===== src/rtl/hier_node_sequencer.sv =====
// Hierarchy node: fans a start out to NUM_CHILD children (broadcast or sequential) and reports one done pulse.
// Define HIER_TIMEOUT_EN to build the per-child timeout counter, err_o and to_mask_o logic.
module hier_node_sequencer #(
  parameter int NUM_CHILD = 5,
  parameter int TIMEOUT   = 200,
  parameter int TO_W      = 8,
  parameter int IDX_W     = (NUM_CHILD > 1) ? $clog2(NUM_CHILD) : 1
) (
  input  logic                 clk,
  input  logic                 rst_n,
  input  logic                 start_i,
  input  logic                 mode_i,
  input  logic [NUM_CHILD-1:0] child_done_i,
  output logic [NUM_CHILD-1:0] child_start_o,
  output logic                 busy_o,
  output logic                 done_o,
  output logic                 err_o,
  output logic [NUM_CHILD-1:0] to_mask_o,
  output logic [IDX_W-1:0]     active_idx_o
);

  typedef enum logic [2:0] {
    IDLE,
    BCAST_WAIT,
    SEQ_ISSUE,
    SEQ_WAIT,
    FINISH
  } state_t;

  localparam logic [IDX_W-1:0] LAST_IDX = IDX_W'(NUM_CHILD - 1);

  state_t               state;
  logic [NUM_CHILD-1:0] pend;
  logic [NUM_CHILD-1:0] pend_next;
  logic                 idx_done;
  logic                 to_fire;

  always_comb begin
    pend_next = pend & ~child_done_i;
    idx_done  = child_done_i[active_idx_o];
  end

`ifdef HIER_TIMEOUT_EN
  logic [TO_W-1:0] to_cnt;
  logic            wait_cycle;

  // The broadcast issue cycle is the one with child_start_o still high; it is not a wait cycle.
  assign wait_cycle = (state == SEQ_WAIT) || ((state == BCAST_WAIT) && (child_start_o == '0));
  assign to_fire    = wait_cycle && (to_cnt == TO_W'(1));

  always_ff @(posedge clk or negedge rst_n) begin
    if (!rst_n) begin
      to_cnt <= '0;
    end else if (((state == IDLE) && start_i) || (state == SEQ_ISSUE)) begin
      to_cnt <= TO_W'(TIMEOUT);
    end else if (wait_cycle && (to_cnt != '0)) begin
      to_cnt <= to_cnt - TO_W'(1);
    end
  end
`else
  logic unused_cfg;

  assign to_fire    = 1'b0;
  assign err_o      = 1'b0;
  assign to_mask_o  = '0;
  assign unused_cfg = ^{TIMEOUT, TO_W};
`endif

  always_ff @(posedge clk or negedge rst_n) begin
    if (!rst_n) begin
      state         <= IDLE;
      pend          <= '0;
      child_start_o <= '0;
      busy_o        <= 1'b0;
      done_o        <= 1'b0;
      active_idx_o  <= '0;
`ifdef HIER_TIMEOUT_EN
      err_o         <= 1'b0;
      to_mask_o     <= '0;
`endif
    end else begin
      child_start_o <= '0;
      done_o        <= 1'b0;
      unique case (state)
        IDLE: begin
          if (start_i) begin
            busy_o       <= 1'b1;
            active_idx_o <= '0;
            pend         <= '0;
`ifdef HIER_TIMEOUT_EN
            err_o        <= 1'b0;
            to_mask_o    <= '0;
`endif
            if (mode_i) begin
              state         <= SEQ_ISSUE;
              child_start_o <= NUM_CHILD'(1);
            end else begin
              state         <= BCAST_WAIT;
              child_start_o <= '1;
              pend          <= '1;
            end
          end
        end
        BCAST_WAIT: begin
          pend <= pend_next;
          if (pend_next == '0) begin
            state  <= FINISH;
            done_o <= 1'b1;
          end else if (to_fire) begin
`ifdef HIER_TIMEOUT_EN
            to_mask_o <= to_mask_o | pend_next;
            err_o     <= 1'b1;
`endif
            state     <= FINISH;
            done_o    <= 1'b1;
          end
        end
        SEQ_ISSUE: state <= SEQ_WAIT;
        SEQ_WAIT: begin
          if (idx_done || to_fire) begin
`ifdef HIER_TIMEOUT_EN
            if (!idx_done) begin
              to_mask_o[active_idx_o] <= 1'b1;
              err_o                   <= 1'b1;
            end
`endif
            if (active_idx_o == LAST_IDX) begin
              state        <= FINISH;
              done_o       <= 1'b1;
              active_idx_o <= '0;
            end else begin
              state         <= SEQ_ISSUE;
              active_idx_o  <= active_idx_o + IDX_W'(1);
              child_start_o <= NUM_CHILD'(1) << (active_idx_o + IDX_W'(1));
            end
          end
        end
        FINISH: begin
          state  <= IDLE;
          busy_o <= 1'b0;
        end
        default: state <= IDLE;
      endcase
    end
  end

endmodule


===== config.mk =====
export PLATFORM = sky130hd
export DESIGN_NAME = hier_node_sequencer
export DESIGN_NICKNAME = d
export VERILOG_FILES = /design/src/rtl/hier_node_sequencer.sv
export SDC_FILE = /design/constraint.sdc
export NUM_CORES = 1
export LEC_CHECK = 0
export CAP_MARGIN = 5
export CORE_MARGIN = 8
export CORE_UTILIZATION = 50
export CTS_BUF_LIST = sky130_fd_sc_hd__clkbuf_4 sky130_fd_sc_hd__clkbuf_8
export CTS_CLUSTER_SIZE = 40
export DETAILED_ROUTE_END_ITERATION = 12
export PLACE_DENSITY = 0.81
export SLEW_MARGIN = 20
export SYNTH_ARGS = -nofsm -noshare
export SYNTH_HDL_FRONTEND = slang
export SYNTH_SLANG_ARGS = --single-unit

===== constraint.sdc =====
create_clock -name clk -period 2.2 [get_ports clk]
set_input_delay 0.44 -clock clk [delete_from_list [all_inputs] [get_ports clk]]
set_output_delay 0.44 -clock clk [all_outputs]
set_load 0.005 [all_outputs]

* Word-level counts from Yosys, hierarchy flattened
Index checks and enable logic that the tools add are counted. Widths: inputs -> output; s select.
Storage, ports and cells: register bits after elaboration 18, output and inout bits 16
Cells by class: add/subtract/negate cells 1, $lt $le $gt $ge 1, eq/ne operators 8, shifts and indexed selects 1, mux-type cells 26, bitwise gates (word level) 2, reductions and logical operators 9
Operators by type and width (number):
- $mux 5 | 6
- $mux 3 | 7
- $pmux 5 s2 | 2
- $pmux 3 s4 | 1
- $eq 3x2->1 const B | 2
- $eq 3x3->1 const B | 2
- $ne 2x2->1 const B | 3
- $pmux 3 s2 | 1
- $reduce_and 3->1 | 2
- $reduce_bool 2->1 | 3
- $and 5x5->5 | 1
- $logic_not 5->1 | 1
- $mux 1 | 5
- $not 5->5 | 1
- $shl 1x3->5 const A | 1
- $lt 3x4->1 const B | 1
- $pmux 1 s2 | 2
- $reduce_and 2->1 | 2
- $add 3x1->3 const B | 1
- $bmux 1 s3 | 1
- $eq 3x1->1 const B | 1
- $logic_not 3->1 | 1
- $mux 2 | 1

* Longest topological paths before layout
depth after elaboration 5, mapped depth 5

* Least setup slack after synthesis
OpenSTA, ideal clock, no wires.
kind reg-to-reg, start register active_idx_o[0], end register done_o, library setup time 0.094 ns, data arrival time 1.494 ns, path slack 0.612 ns, stages on the path, launching flop included 6, path buffers 0, clock period less this slack 1.588 ns, path through dfrtp_1 > inv_1 > ha_1 > nand2_1 > or4_1 > a211oi_1
Between the ends: longest elaborated chain between the ends 4
RTL lines:
- start, declared | line 19 | output logic [IDX_W-1:0] active_idx_o
- start signal, assigned | line 133 | active_idx_o <= active_idx_o + IDX_W'(1);
- $bmux 1 s3 or $eq 3x3->1 (tied branches) | line 40, 127
- $mux 1, on equally long branches | line 40, 127
- $mux 1 (*) | line 120 | if (idx_done || to_fire) begin
- $pmux 1 s2 (*) | line 84 | unique case (state)
- end signal, assigned | line 83 | done_o <= 1'b0;
- end signal, assigned | line 115 | done_o <= 1'b1;
- end signal, assigned | line 129 | done_o <= 1'b1;
- end, declared | line 16 | output logic done_o,
Every way passes the cells marked *; elsewhere a longest branch is shown, timed or not. The select of a mux whose other input is x is not followed. A chain may end at the register's enable or synchronous reset.

* Final worst setup path
start register active_idx_o[0], end output active_idx_o[0]
No word-level cell between the ends.

==> metrics.txt <==
Buf+Inv Stages, Crit Path 1; Chip Width 61.0 um; Final Hold Violating Endpoints 0; Critical Path Max Stage Delay 0.57 ns; CP max FO 10; vias in the first global route 808; Synth Area in Adders 0.0619; CP Class flop to primary output; CTS max path bufs 2; Crit-path slowest cell clkdlybuf4s50_1; Synth cell types 32; gr usage total 0.125; Non-Filler Instances 157; total power 1.33 mW; drt pass-1 iters 4; # clock sinks 18; total gr overflow 0; Synth Area in XOR/XNOR 0; logic gate share of total power 0.434; hold buffers post-CTS 0; skew final 0.00776 ns; Clk Latency, worst-skew pair 0.30 ns; YS warnings 0; Seq pwr share 0.411; largest net degree at the start of global routing 19; largest family of logic cells by synthesized area compound AO/OA/AOI/OAI gates; sequential fraction of the synthesis area 0.446; fraction of layout cells with a size suffix above 1 0.0769; final setup TNS 0 ns; RSZ-0062 raised after global routing false; period utilisation layout 0.837; final net count 145; Final Critical Period 1.84 ns; Rows 16; LEAKAGE 0.614 nW; Detailed Place HPWL 1610 um; Simple-Gate Fraction of Synth Area 0.173; Max-Cap Viols 0; first-pass GRT wire length 3480 um; crit end category primary output; vias per cell 5.18; Cell Chain, Critical Path clkdlybuf4s50_1; # DRC 0; cell count after placement 153; die footprint 3720 sq um; Routed wire per std cell 13.0 um; CTS root buf clkbuf_4; I/O Buffers 18; Critical Path RT 1.76 ns; VDD IR max 593 uV; NetSw 0.490 mW; syn_area_per_cell 9.36 sq um; Final Slew Violations 0; Achievable Freq 543 MHz; Synth Area in Compound Gates 0.188; via count 814; ANT nets after route 0; pwr dens 1060 nW/um^2; Worst-path clk slew 0.10 ns; PostCTS Resize Cnt 0; Worst Hold Class input port to asynchronous set/reset pin; clock buffer count from CTS 3; Clk pwr share 0.156; CTS tree done; die outline height 61.0 um; RD Place Congestion 0.789; cell family with the largest share of critical-path delay buffers and inverters; Post-Syn Instances 108; commonest cells after routing, fill and taps aside dfrtp_1, clkdlybuf4s50_1, nand2_1; initial core utilization 0.521; synthesized area 1010 sq um; internal power 0.835 mW; Setup-failing EPs final 0; Area Growth Syn to Fin 23.4%; Yosys reg bits 18; Worst Setup Start Kind flop; final WL 2040 um; initial antenna violation count 0; outcome finished, final reports clean; crit path DAT 1.40 ns; Starting DRT DRC Count 10; H-tree depth reported by CTS 1; # IOs 25; multiplexer share of the synthesized area 0.0396; diodes inserted 0; Net Sw Frac 0.370; Core Area 1940 sq um; Post-CTS Setup Repair Bufs 0
-- logic make-up (layout without fill, tap and decap cells) --
group,Yosys count,in the layout
and+or+nand+nor,33,33
AOI/OAI and AO/OA,30,30
DFF,18,18
buffers and inverters,17,34
adders and majority gates,5,5
muxes,4,4
other,1,6
-- metal layers --
| layer | up-vias | track usage | part of all wire |
|---|---|---|---|
| li1 | 404 | - | - |
| met1 | 384 | 0.144 | 0.42 |
| met2 | 21 | 0.205 | 0.50 |
| met3 | 5 | 0.0297 | 0.053 |
| met4 | 0 | 0.0731 | 0.022 |
| met5 | - | 0 | 0 |
-- state kept, by name, indices dropped and copies added, names as in the netlist --
register	flops
pend	5
busy_o	1
state	3
done_o	1
active_idx_o	3
child_start_o	5
-- area by class of cell --
| type | instances | area (sq um) |
|---|---|---|
| clock buffer | 4 | 36.3 |
| fill | 170 | 694 |
| inverter | 9 | 33.8 |
| multi-input combinational | 78 | 490 |
| sequential | 18 | 450 |
| tap | 27 | 33.8 |
| timing repair buffer | 21 | 203 |
-- final timing paths --
kind	endpoint	from	slack [ns]	depth (start not counted)
hold reg to reg	pend[3]	pend[3]	0.49	1
max in group asynchronous	child_start_o[2]	rst_n	1.56	2
hold / removal	pend[2]	rst_n	0.44	2
setup reg to reg	done_o	active_idx_o[0]	0.41	5
min in group clk	pend[3]	pend[3]	0.49	1
setup / recovery	active_idx_o[0]	active_idx_o[0]	0.36	1
-- synthesized netlist by cell type --
master	number	share of area
o31ai_1	1	0.0074
inv_1	9	0.033
buf_2	2	0.0099
o211ai_1	1	0.0074
nand3b_1	1	0.0074
a21oi_1	6	0.030
nand2_2	1	0.0062
nand2_1	14	0.052
or2_4	1	0.0087
o21ai_1	1	0.0049
a2111oi_0	1	0.0087
o221a_1	1	0.011
and4_1	1	0.0087
ha_1	5	0.062
a21o_1	4	0.030
nor3b_1	1	0.0074
or3b_2	1	0.0087
conb_1	1	0.0037
a31oi_1	1	0.0062
buf_4	6	0.045
nand2b_1	3	0.019
o21ai_0	9	0.045
nor2b_1	3	0.019
or4b_1	1	0.0099
nor2_1	4	0.015
nor3_1	1	0.0049
or4_1	1	0.0074
a211oi_1	2	0.015
o221ai_1	1	0.0087
mux2i_1	4	0.040
dfrtp_1	18	0.45
o21bai_1	2	0.015
-- through the flow --
step | utilization | cell area [sq um] | setup slack [ns] | hold WS [ns]
3_5_place_dp | 0.624 | 1210 | 0.0728 | 0.468
5_1_grt | 0.642 | 1250 | 0.242 | 0.466
4_1_cts | 0.642 | 1250 | 0.342 | 0.450
3_3_place_gp | 0.624 | 1210 | 0.107 | 0.462
2_1_floorplan | - | 1030 | 0.612 | 0.144
6_report | 0.642 | 1250 | 0.359 | 0.441
-- power by group through the flow --
| stage | Sequential (mW) | Clock [mW] | Combinational [mW] |
|---|---|---|---|
| 3_5_place_dp | 0.552 | 0 | 0.580 |
| 3_3_place_gp | 0.545 | 0 | 0.563 |
| 4_1_cts | 0.544 | 0.211 | 0.582 |
| 6_report | 0.544 | 0.206 | 0.575 |
| 5_1_grt | 0.561 | 0.221 | 0.656 |
| 2_1_floorplan | 0.531 | 0 | 0.364 |
Power figures use the tool's default switching activity.
